**src/rtl/mpy_rr_sched_pkg.sv**
```systemverilog
// Shared definitions for the round-robin multiplier scheduler:
// state encoding, default operand width and the step-counter width helper.
package mpy_rr_sched_pkg;

    localparam int DEFAULT_WIDTH = 4;

    typedef enum logic {
        S_IDLE = 1'b0,
        S_RUN  = 1'b1
    } state_e;

    function automatic int clog2(input int value);
        return $clog2(value);
    endfunction

endpackage

```
**src/rtl/mpy_seq_core.sv**
```systemverilog
// Sequential shift-add unsigned multiplier: one step per cycle, WIDTH steps.
// done and product are presented combinationally during the final step.
module mpy_seq_core
    import mpy_rr_sched_pkg::*;
#(
    parameter int WIDTH = DEFAULT_WIDTH
) (
    input  logic                 clk,
    input  logic                 rst,
    input  logic                 start,
    input  logic [WIDTH-1:0]     a,
    input  logic [WIDTH-1:0]     b,
    output logic                 done,
    output logic [2*WIDTH-1:0]   product
);

    localparam int                CNT_W     = clog2(WIDTH);
    localparam logic [CNT_W-1:0] LAST_STEP = CNT_W'(WIDTH - 1);

    logic                 active_q, active_d;
    logic [CNT_W-1:0]     cnt_q, cnt_d;
    logic [WIDTH-1:0]     mcand_q, mcand_d;
    logic [WIDTH-1:0]     mplier_q, mplier_d;
    logic [2*WIDTH-1:0]   acc_q, acc_d;
    logic [WIDTH:0]       upper_sum;

    always_comb begin
        // NOTE: every signal gets a default first so no path leaves it unassigned (no latches).
        active_d  = active_q;
        cnt_d     = cnt_q;
        mcand_d   = mcand_q;
        mplier_d  = mplier_q;
        acc_d     = acc_q;
        done      = 1'b0;
        upper_sum = {1'b0, acc_q[2*WIDTH-1:WIDTH]}
                  + {1'b0, (mplier_q[0] ? mcand_q : '0)};
        // Carry out of the upper-half add lands in the MSB after the shift.
        product   = {upper_sum, acc_q[WIDTH-1:1]};

        if (start) begin
            active_d = 1'b1;
            cnt_d    = '0;
            mcand_d  = a;
            mplier_d = b;
            acc_d    = '0;
        end else if (active_q) begin
            acc_d    = product;
            mplier_d = mplier_q >> 1;
            if (cnt_q == LAST_STEP) begin
                done     = 1'b1;
                active_d = 1'b0;
            end else begin
                cnt_d = cnt_q + CNT_W'(1);
            end
        end
    end

    always_ff @(posedge clk) begin
        // NOTE: state uses non-blocking assignments; reset is synchronous, sampled at the edge.
        if (rst) begin
            active_q <= 1'b0;
            cnt_q    <= '0;
            mcand_q  <= '0;
            mplier_q <= '0;
            acc_q    <= '0;
        end else begin
            active_q <= active_d;
            cnt_q    <= cnt_d;
            mcand_q  <= mcand_d;
            mplier_q <= mplier_d;
            acc_q    <= acc_d;
        end
    end

endmodule

```
**src/rtl/mpy_rr_sched.sv**
```systemverilog
// Round-robin scheduler sharing one sequential multiplier between two requesters.
// Registered gnt/vld pulses; each requester's product is held until its next vld.
module mpy_rr_sched
    import mpy_rr_sched_pkg::*;
#(
    parameter int WIDTH = DEFAULT_WIDTH
) (
    input  logic                 clk,
    input  logic                 rst,
    input  logic                 req0,
    input  logic [WIDTH-1:0]     a0,
    input  logic [WIDTH-1:0]     b0,
    output logic                 gnt0,
    output logic                 vld0,
    output logic [2*WIDTH-1:0]   prod0,
    input  logic                 req1,
    input  logic [WIDTH-1:0]     a1,
    input  logic [WIDTH-1:0]     b1,
    output logic                 gnt1,
    output logic                 vld1,
    output logic [2*WIDTH-1:0]   prod1,
    output logic                 busy
);

    state_e               state_q, state_d;
    logic                 last_q, last_d;
    logic                 gnt0_q, gnt0_d, gnt1_q, gnt1_d;
    logic                 vld0_q, vld0_d, vld1_q, vld1_d;
    logic [2*WIDTH-1:0]   prod0_q, prod0_d, prod1_q, prod1_d;

    logic                 win;
    logic                 core_start;
    logic [WIDTH-1:0]     core_a, core_b;
    logic                 core_done;
    logic [2*WIDTH-1:0]   core_product;

    mpy_seq_core #(.WIDTH(WIDTH)) u_core (
        .clk     (clk),
        .rst     (rst),
        .start   (core_start),
        .a       (core_a),
        .b       (core_b),
        .done    (core_done),
        .product (core_product)
    );

    // On a tie the requester not served last wins; otherwise the lone requester.
    assign win    = (req0 && req1) ? ~last_q : req1;
    assign core_a = win ? a1 : a0;
    assign core_b = win ? b1 : b0;

    always_comb begin
        state_d    = state_q;
        last_d     = last_q;
        gnt0_d     = 1'b0;
        gnt1_d     = 1'b0;
        vld0_d     = 1'b0;
        vld1_d     = 1'b0;
        prod0_d    = prod0_q;
        prod1_d    = prod1_q;
        core_start = 1'b0;

        if (state_q == S_IDLE) begin
            if (req0 || req1) begin
                core_start = 1'b1;
                gnt0_d     = ~win;
                gnt1_d     = win;
                last_d     = win;
                state_d    = S_RUN;
            end
        end else if (core_done) begin
            if (last_q) begin
                prod1_d = core_product;
                vld1_d  = 1'b1;
            end else begin
                prod0_d = core_product;
                vld0_d  = 1'b1;
            end
            state_d = S_IDLE;
        end
    end

    always_ff @(posedge clk) begin
        if (rst) begin
            state_q <= S_IDLE;
            last_q  <= 1'b1;
            gnt0_q  <= 1'b0;
            gnt1_q  <= 1'b0;
            vld0_q  <= 1'b0;
            vld1_q  <= 1'b0;
            prod0_q <= '0;
            prod1_q <= '0;
        end else begin
            state_q <= state_d;
            last_q  <= last_d;
            gnt0_q  <= gnt0_d;
            gnt1_q  <= gnt1_d;
            vld0_q  <= vld0_d;
            vld1_q  <= vld1_d;
            prod0_q <= prod0_d;
            prod1_q <= prod1_d;
        end
    end

    assign gnt0  = gnt0_q;
    assign gnt1  = gnt1_q;
    assign vld0  = vld0_q;
    assign vld1  = vld1_q;
    assign prod0 = prod0_q;
    assign prod1 = prod1_q;
    assign busy  = (state_q == S_RUN);

endmodule

```
**config.mk**
```make
export PLATFORM = sky130hd
export DESIGN_NAME = mpy_rr_sched
export DESIGN_NICKNAME = d
export VERILOG_FILES = /design/src/rtl/mpy_rr_sched_pkg.sv /design/src/rtl/mpy_seq_core.sv /design/src/rtl/mpy_rr_sched.sv
export SDC_FILE = /design/constraint.sdc
export NUM_CORES = 1
export LEC_CHECK = 0
export ABC_AREA = 0
export ABC_CLOCK_PERIOD_IN_PS = 3130
export BUFFER_PORTS_ARGS = -buffer_cell sky130_fd_sc_hd__buf_2
export CORE_ASPECT_RATIO = 0.9
export CORE_UTILIZATION = 35
export CTS_CLUSTER_SIZE = 20
export DETAILED_ROUTE_END_ITERATION = 6
export PLACE_DENSITY_LB_ADDON = 0.1
export SYNTH_ARGS = -nofsm -noshare
export SYNTH_HDL_FRONTEND = slang
export SYNTH_SLANG_ARGS = --single-unit
```
**constraint.sdc**
```tcl
create_clock -name clk -period 3.13 [get_ports clk]
set_clock_uncertainty 0.15 [all_clocks]
set_input_delay 0.313 -clock clk [delete_from_list [all_inputs] [get_ports clk]]
set_output_delay 0.313 -clock clk [all_outputs]
set_load 0.02 [all_outputs]
```
==> impl_results.md <==
* Crit Path Class: flip-flop to flip-flop
* Longest Clk Path Bufs at 2
* CP peak stage delay at 400 ps
* Hold Path Depth at 3
* HPWL Detailed at between 2000 and 3000 µm
* IO Count at around 40
* Post-route clock period utilization at approximately 60%
* Distinct cell type count after synthesis at 44
* Min-delay src: a1[1]
* First-pass detailed-route iteration total at 6
* Hold Path Sink: u_core.mcand_q[1]
* Die H at 69.26 µm
* Worst slew margin at around 45%
* Top-count cell post-synth: dfxtp_1
* Commonest cells post-synth: 40 x dfxtp_1, 32 x nand2_1, 15 x a21oi_1
* PostCTS Resize Cnt at 0
* Final worst path period need at about 1900 ps
* Critical path, cell by cell: and2_1, ha_1, fa_1, a21o_1, a21oi_1, a21oi_1
* Ys flop type: dfxtp_1
* Port bufs at 40
* Cell area after synthesis at between 1500 and 2000 µm²
* Worst reg-to-reg setup slack at between 1000 and 1500 ps
* Nets@finish at about 250
* Fmax at ~0.53 GHz
* Seq/Total Area, Yosys at between 40 and 50%
* Crit path max fanout at 5
* Reg2Reg Depth at 6
* Starting Density at 36.39%
* Startpoint Class: flip-flop
* Initial antenna violation count at 0
* Max Cap Viol at 0
* GPL Wtd Cong at 0.6826
* Rows at 24
* Full die area at about 5300 µm²
* Total congestion overflow at 0
* EDFF count, synth at 0
* Reg-to-Reg Start: u_core.mplier_q[0]
* Crit path DAT at 1880 ps
* Final setup viols at 0
* PD cells at ~500 nW/µm²
* Crit path capture type: flip-flop
* Clock latency on the worst-skew pair at roughly 290 ps
* Req. time, crit path at between 3000 and 4000 ps
* Area Overhead vs Synth at 19.35%
* Slowest cell on crit path: fa_1
* Status: finished clean
* Clock sinks at 40
* H-tree lvl count at 2
* Hold_buf cts at 0
* Routed Antenna Nets at 0
* Ant diodes at 0
* CTS root buffer: clkbuf_8
* Worst-margin pin slew at between 800 and 900 ps
* DR iter-0 viols at 66
* RSZ-0062 raised after global routing: no
* Placed inst area at 1988 µm²
* Max-slew violations at 0
* CTS tree: built
* Routed wire length at slightly below 4000 µm
* Lkg Pwr at between 0.9 and 1 nW
* Final instance area at 2100 µm²
* Largest net degree at the start of global routing at 26
* Final hold violation count at 0
* Vias in the first global route at roughly 1400
* Number of CTS-inserted buffers at 5
* Final TNS setup at 0 ps
* Post-Synthesis Cells at 190
* #FFs+latches synth at 40
* Yosys top cell by area: dfxtp_1
* VDD IR max at about 0.2 mV
* Core Box Area at 4835 µm²
* WL per Instance at around 13 µm
* First-pass GRT wire length at about 6700 µm
* Ys async rst share at 0%
* Yosys Warn Count at 0
* RR Endpoint: prod0[7]
* Most frequent CP cell: a21oi_1
* Worst-path clk slew at around 70 ps
* Syn avg cell area at around 9.3 µm²
* Net Count, Synth at 216
* Via count at 1471
* # DRC at 0
* GRT Overall Usage at about 16%
* Setup Fix Bufs, Post-CTS at 0
* Die X at roughly 77 µm
* Share of cells above drive strength 1 at around 25%
* Vias per inst at 5.003
* Yosys top cell area share at a little under half
* Area contributors post-synth: dfxtp_1 46%, nand2_1 6.8%, a21oi_1 4.3%
* Hold Crit Class: input pin to flip-flop
cell usage in the layout (no fill, tap or decap), types with 3 or more instances in the layout:
cell	instances
buf_2	40
mux2i_1	7
o32ai_1	4
nor2_1	14
and2_1	4
a21oi_1	15
nand4_1	3
ha_1	5
o21ai_0	5
buf_4	3
dfxtp_1	40
nand2_1	32
a31oi_1	4
inv_1	3
clkbuf_8	5
nor3_1	3
o211ai_1	4
flip-flops by register name, summed over array words and instances (netlist names), 2 cells and up:
signal,flops
prod0,8
prod1,8
u_core.acc_q,7
u_core.cnt_q,2
u_core.mcand_q,4
u_core.mplier_q,4
routing by layer:
layer  GRT usage (%)  up-vias  part of all wire, %
met5               0        -                    0
met4           6.197        0                  1.1
met3           3.947        5                  3.2
met2           23.02       29                   41
met1           23.08      678                   55
li1                -      759                    -
power by group:
part	internal (mW)	total (mW)	switching, mW
clock network	0.236	0.415	0.179
logic	0.0466	0.109	0.0624
registers	0.526	0.541	0.0154
kinds of logic after synthesis:
logic type,count (synthesis),synth area share [%]
simple gates,69,19.27
compound gates,51,20.62
flops,40,45.52
buf+inv,15,4.907
mux,7,3.983
fa+ha+maj,6,4.694
xor+xnor,2,0.9959
layout make-up:
class	count	area, µm²
Fill cell	510	2735
Multi-Input combinational cell	135	872.1
Sequential cell	40	800.8
Timing Repair Buffer	43	222.7
Tap cell	65	81.33
Clock buffer	5	68.82
Clock inverter	3	42.54
Inverter	3	11.26
how the worst max path moves through the flow:
stage | from | end | slack [ps] | cells past startpoint
2_1_floorplan | u_core.mplier_q[0] | prod0[6] | 1380 | 5
3_3_place_gp | req1 | u_core.acc_q[7] | 1150 | 4
3_5_place_dp | req1 | u_core.acc_q[7] | 1080 | 4
4_1_cts | u_core.mplier_q[0] | prod0[7] | 1240 | 6
5_1_grt | u_core.mplier_q[0] | prod0[7] | 1150 | 6
6_report | u_core.mplier_q[0] | prod0[7] | 1260 | 6
worst max-delay path, delay by kind of cell (launching register included):
| kind | cells | cell delay, ps |
|---|---|---|
| fa+ha+maj | 2 | 600 |
| compound gates | 3 | 500 |
| flops | 1 | 340 |
| simple gates | 1 | 150 |
metrics by stage:
step                power [mW]  setup WS [ps]  hold slack, ps  util [%]  instances
floorplan               0.6298           1383           294.5         -        190
global placement        0.6626           1145           295.4     41.12        286
detailed placement      0.6628           1078           293.9     41.12        286
CTS                      1.080           1242           118.4     43.43        294
global route             1.119           1153           125.0     43.43        294
finish                   1.065           1257           128.1     43.43        294
Power figures use the tool's default switching activity.
